**src/rtl/elc_code_sender.sv**
```systemverilog
// Initiator for an electronic-lock keypad/card interface: sends a latched code one digit per
// enter strobe, inserts the card on request, and retries on error or response timeout.
module elc_code_sender #(
    parameter int unsigned DIGITS    = 4,
    parameter int unsigned GAP       = 2,
    parameter int unsigned TIMEOUT   = 16,
    parameter int unsigned MAX_RETRY = 3
) (
    input  logic                  clk_i,
    input  logic                  rst_ni,
    input  logic                  start_i,
    input  logic [3*DIGITS-1:0]   code_i,
    input  logic                  card_avail_i,
    input  logic                  unlock_i,
    input  logic                  error_i,
    input  logic                  card_is_needed_i,
    output logic [2:0]            in_o,
    output logic                  enter_o,
    output logic                  card_is_in_o,
    output logic                  busy_o,
    output logic                  done_o,
    output logic                  fail_o,
    output logic [2:0]            retries_o
);

    localparam int unsigned IW = (DIGITS > 1) ? $clog2(DIGITS) : 1;
    localparam int unsigned GW = (GAP > 1) ? $clog2(GAP) : 1;
    localparam int unsigned TW = (TIMEOUT > 1) ? $clog2(TIMEOUT) : 1;

    typedef enum logic [2:0] {
        StIdle, StSend, StGap, StWait, StCard, StDone, StFail
    } state_e;

    state_e                state_q;
    logic [3*DIGITS-1:0]   code_q;
    logic [IW-1:0]         idx_q;
    logic [GW-1:0]         gap_q;
    logic [TW-1:0]         timer_q;
    logic                  card_done_q;
    logic [2:0]            in_q;
    logic                  enter_q;
    logic                  card_is_in_q;
    logic                  busy_q;
    logic                  done_q;
    logic                  fail_q;
    logic [2:0]            retries_q;

    // Digit k sits in the k-th 3-bit field counting from the MS end.
    function automatic logic [2:0] digit_of(input logic [3*DIGITS-1:0] c,
                                            input logic [IW-1:0] k);
        digit_of = 3'd0;
        for (int i = 0; i < int'(DIGITS); i++) begin
            if (k == IW'(i)) digit_of = c[3*(int'(DIGITS)-1-i) +: 3];
        end
    endfunction

    always_ff @(posedge clk_i or negedge rst_ni) begin
        if (!rst_ni) begin
            state_q      <= StIdle;
            code_q       <= '0;
            idx_q        <= '0;
            gap_q        <= '0;
            timer_q      <= '0;
            card_done_q  <= 1'b0;
            in_q         <= 3'd0;
            enter_q      <= 1'b0;
            card_is_in_q <= 1'b0;
            busy_q       <= 1'b0;
            done_q       <= 1'b0;
            fail_q       <= 1'b0;
            retries_q    <= 3'd0;
        end else begin
            // Strobe-type outputs default low so they are single-cycle by construction.
            in_q         <= 3'd0;
            enter_q      <= 1'b0;
            card_is_in_q <= 1'b0;
            done_q       <= 1'b0;
            fail_q       <= 1'b0;
            unique case (state_q)
                StIdle: begin
                    if (start_i) begin
                        code_q      <= code_i;
                        retries_q   <= 3'd0;
                        idx_q       <= '0;
                        card_done_q <= 1'b0;
                        busy_q      <= 1'b1;
                        enter_q     <= 1'b1;
                        in_q        <= code_i[3*DIGITS-1 -: 3];
                        state_q     <= StSend;
                    end
                end
                StSend: begin
                    if (idx_q == IW'(DIGITS - 1)) begin
                        timer_q <= '0;
                        state_q <= StWait;
                    end else begin
                        idx_q   <= idx_q + IW'(1);
                        gap_q   <= '0;
                        state_q <= StGap;
                    end
                end
                StGap: begin
                    if (gap_q == GW'(GAP - 1)) begin
                        enter_q <= 1'b1;
                        in_q    <= digit_of(code_q, idx_q);
                        state_q <= StSend;
                    end else begin
                        gap_q <= gap_q + GW'(1);
                    end
                end
                StWait: begin
                    timer_q <= timer_q + TW'(1);
                    if (unlock_i) begin
                        done_q  <= 1'b1;
                        state_q <= StDone;
                    end else if (card_is_needed_i && !card_avail_i) begin
                        fail_q  <= 1'b1;
                        state_q <= StFail;
                    end else if (card_is_needed_i && !card_done_q) begin
                        enter_q      <= 1'b1;
                        card_is_in_q <= 1'b1;
                        state_q      <= StCard;
                    end else if (error_i || card_is_needed_i || timer_q == TW'(TIMEOUT - 1)) begin
                        // A repeated card request counts as an error.
                        if (retries_q < 3'(MAX_RETRY)) begin
                            retries_q   <= retries_q + 3'd1;
                            card_done_q <= 1'b0;
                            idx_q       <= '0;
                            gap_q       <= '0;
                            state_q     <= StGap;
                        end else begin
                            fail_q  <= 1'b1;
                            state_q <= StFail;
                        end
                    end
                end
                StCard: begin
                    card_done_q <= 1'b1;
                    timer_q     <= '0;
                    state_q     <= StWait;
                end
                StDone, StFail: begin
                    busy_q  <= 1'b0;
                    state_q <= StIdle;
                end
                default: state_q <= StIdle;
            endcase
        end
    end

    assign in_o         = in_q;
    assign enter_o      = enter_q;
    assign card_is_in_o = card_is_in_q;
    assign busy_o       = busy_q;
    assign done_o       = done_q;
    assign fail_o       = fail_q;
    assign retries_o    = retries_q;

endmodule

```
**config.mk**
```make
export PLATFORM = sky130hd
export DESIGN_NAME = elc_code_sender
export DESIGN_NICKNAME = d
export VERILOG_FILES = /design/src/rtl/elc_code_sender.sv
export SDC_FILE = /design/constraint.sdc
export NUM_CORES = 1
export LEC_CHECK = 0
export ABC_CLOCK_PERIOD_IN_PS = 3900
export CAP_MARGIN = 10
export CORE_UTILIZATION = 40
export DETAILED_ROUTE_END_ITERATION = 8
export GPL_TIMING_DRIVEN = 0
export HOLD_SLACK_MARGIN = 0.06
export PLACE_DENSITY = 0.62
export SYNTH_ARGS = -nofsm -noshare
export SYNTH_HDL_FRONTEND = slang
export SYNTH_SLANG_ARGS = --single-unit
```
**constraint.sdc**
```tcl
create_clock -name clk_i -period 3.9 [get_ports clk_i]
set_input_delay 0.78 -clock clk_i [delete_from_list [all_inputs] [get_ports clk_i]]
set_output_delay 0.78 -clock clk_i [all_outputs]
set_load 0.02 [all_outputs]
```
==> summary.txt <==
Run status
  • Status: finished, final reports clean

Clock network
  • Postcts setup bufs: 0
  • Clock sink count: 34
  • Inserted Clock Buffers: 5
  • Root Driver: clkbuf_8
  • Post-CTS resize count: 0
  • Clock Pin Slew Worst Setup and Hold Paths: 70 ps
  • Clock tree buffer depth: 2
  • Clk_lat worst skew: 290 ps
  • H-tree levels: 2
  • TritonCTS clock tree: done
  • CTS Hold Bufs: 0

Floorplan
  • Std-Cell Rows: 23
  • Initial Utilization: 0.420
  • Full die area: approximately 4500 um^2
  • Die Width: 67.3 um
  • Floorplan core area: 4060 um^2
  • Ports: 30
  • Die Y: 67.3 um

Yosys
  • Seq cells post-synth: 34
  • Asr flop ratio synth: 1.00
  • Share of the synthesized area in the top cell type: 0.499
  • Top post-synthesis cells by area: dfrtp_1 (50%), nand2_1 (8.8%), ha_1 (4.4%)
  • Syn Nets: between 200 and 250
  • Post-Syn Area: 1710 um^2
  • Unique cell type count in the Yosys netlist: 43
  • Register area share after synthesis: 0.499
  • Commonest register cell after synthesis: dfrtp_1
  • Average size of a mapped cell: 9.53 um^2
  • Synth Warn #: 0
  • Synth area leader: dfrtp_1
  • Post-synth EDFFs: 0
  • Gate Count Post-Synth: 179

Pwr
  • Pwr Density: 744 nW/um^2
  • P_sw: around 0.00064 W
  • Sequential share of power: 0.373
  • Leak: ~0.99 nW
  • Logic pwr share: 0.473
  • Internal power: 0.000949 W
  • Peak supply drop: around 0.36 mV
  • Sw Ratio: 0.402
  • Clock power share: 0.154

STA
  • Final min period: 2250 ps
  • Worst-margin pin slew: 777 ps
  • RSZ-0062 raised after global routing: false
  • Setup TNS: 0 ps
  • Setup-failing EPs final: 0
  • Crit share post-route: 0.577
  • Max-slew headroom: 0.482
  • Hold Vio Cnt, Final: 0
  • Fmax: 444 MHz
  • Skew final: 5.05 ps
  • Hold Worst Slack: 480 ps
  • Pins Over Slew Limit: 0
  • Worst Setup Slack, final: 1650 ps

Worst setup path
  • Setup crit start kind: primary input
  • Critical Path Sink Type: register
  • Worst Path Required: 4080 ps
  • Crit path DAT: 2430 ps
  • Worst Path Class, Setup: primary input to register
  • Crit-path max FO: 6
  • Reg2reg setup slack: 2030 ps

Placement
  • DP HPWL: 2.69 mm
  • Pre-CTS setup slack: 1400 ps
  • I/O Buffers: 29
  • Placer Congestion: 0.819

GRT
  • Largest net degree at the start of global routing: 35
  • Vias in the first global route: around 1300
  • GR Util met1: 0.306
  • GR Overflow Total: 0
  • Global-route wire length before repair: 6.49 mm
  • Met3 Track Usage GR: 0.0557
  • Met2 GRT Util: 0.250
  • Gr usage total: 0.197
  • Busiest grt layer: met1
  • Initial antenna violation count: 0

Run
  • # Max-Cap Violations: 0

Routing
  • Iteration count of the initial detailed-routing pass: 4
  • DRT iter0 DRCs: 91
  • DR vias/cell: 5.38
  • Routed wire length: 3.83 mm
  • Post-route DRC: 0
  • Vias: 1425
  • Drt wl/cell: 14.4 um
  • Post-route ant nets: 0

Final layout
  • Commonest non-fill, non-tap cell in the layout: nand2_1
  • NumNets Final: 240
  • # fillers: around 380
  • Register area: 851 um^2
  • P&R area growth vs syn: 25.0%
  • Share of cells above drive strength 1: 0.0930
  • Most frequent cells in the layout: nand2_1 (40), dfrtp_1 (34), clkdlybuf4s50_1 (28)
  • Multi-input logic area: approximately 760 um^2
  • N_diodes: 0

Hold path
  • Hold Path Class: register to register
-- power groups by stage --
stage	Combinational, W	Clock (W)	Sequential, W
CTS	0.000750	0.000255	0.000591
detailed placement	0.000746	0	0.000596
floorplan	0.000476	0	0.000624
global placement	0.000736	0	0.000591
finish	0.000750	0.000245	0.000592
global route	0.000843	0.000268	0.000613
-- metal layers --
layer	up-vias	share of wire
li1	701	-
met1	673	0.51
met2	44	0.43
met3	7	0.053
met4	0	0.012
met5	-	0
-- kinds of logic (layout without fill, tap and decap cells) --
kind of cell | Yosys count | count (layout) | share of synthesized area
mux | 1 | 1 | 0.00587
flops | 34 | 34 | 0.499
simple gates | 73 | 73 | 0.201
buf+inv | 17 | 53 | 0.0550
compound gates | 48 | 48 | 0.195
fa+ha+maj | 6 | 6 | 0.0440
-- registers in the layout, summed over array words and instances (netlist names) --
register      count
done_o            1
card_is_in_o      1
card_done_q       1
busy_o            1
code_q           12
enter_o           1
retries_o         3
fail_o            1
timer_q           4
gap_q             1
state_q           3
idx_q             2
in_o              3
-- through the flow --
step	instances	power, W	cell area (um^2)	util
5_1_grt	265	0.00172	2130	0.525
3_3_place_gp	258	0.00133	2060	0.507
2_1_floorplan	179	0.00110	1710	-
6_report	265	0.00159	2130	0.525
3_5_place_dp	258	0.00134	2050	0.506
4_1_cts	265	0.00160	2130	0.525
-- cells in the mapped netlist (2+ instances only) --
| master | number |
|---|---|
| buf_6 | 3 |
| nand2_1 | 40 |
| o21ai_0 | 9 |
| o21ai_2 | 3 |
| nor3_1 | 2 |
| nor2_1 | 10 |
| clkbuf_1 | 2 |
| and2_1 | 3 |
| a21oi_1 | 11 |
| nand3_1 | 3 |
| nor2b_1 | 4 |
| buf_2 | 3 |
| o211ai_1 | 2 |
| ha_1 | 6 |
| a221o_1 | 2 |
| a31oi_1 | 2 |
| o31ai_1 | 3 |
| o221ai_1 | 3 |
| inv_1 | 8 |
| nand3b_1 | 2 |
| a22oi_1 | 3 |
| dfrtp_1 | 34 |
-- cell type report --
| class | count | area share |
|---|---|---|
| sequential | 34 | 0.399 |
| clock buffer | 5 | 0.0323 |
| buffer | 9 | 0.0299 |
| clock inverter | 2 | 0.00469 |
| inverter | 8 | 0.0141 |
| multi-input combinational | 128 | 0.357 |
| tap | 50 | 0.0293 |
| timing repair buffer | 29 | 0.134 |
-- critical path, cell delays in order --
cell and delay (ps):
clkdlybuf4s50_1 540, nand4bb_1 380, and4b_1 440, nor2_1 90, o22a_1 200
-- worst paths after layout --
kind | startpoint | end | depth (start not counted)
worst max-delay path | unlock_i | retries_o[0] | 5
worst min-delay path | code_q[11] | code_q[11] | 2
worst max register to register | idx_q[0] | idx_q[1] | 6
worst min register to register | code_q[11] | code_q[11] | 2
max in group asynchronous | rst_ni | code_q[5] | 1
min in group asynchronous | rst_ni | timer_q[0] | 1
No activity file was read; power rests on OpenSTA's default activity.
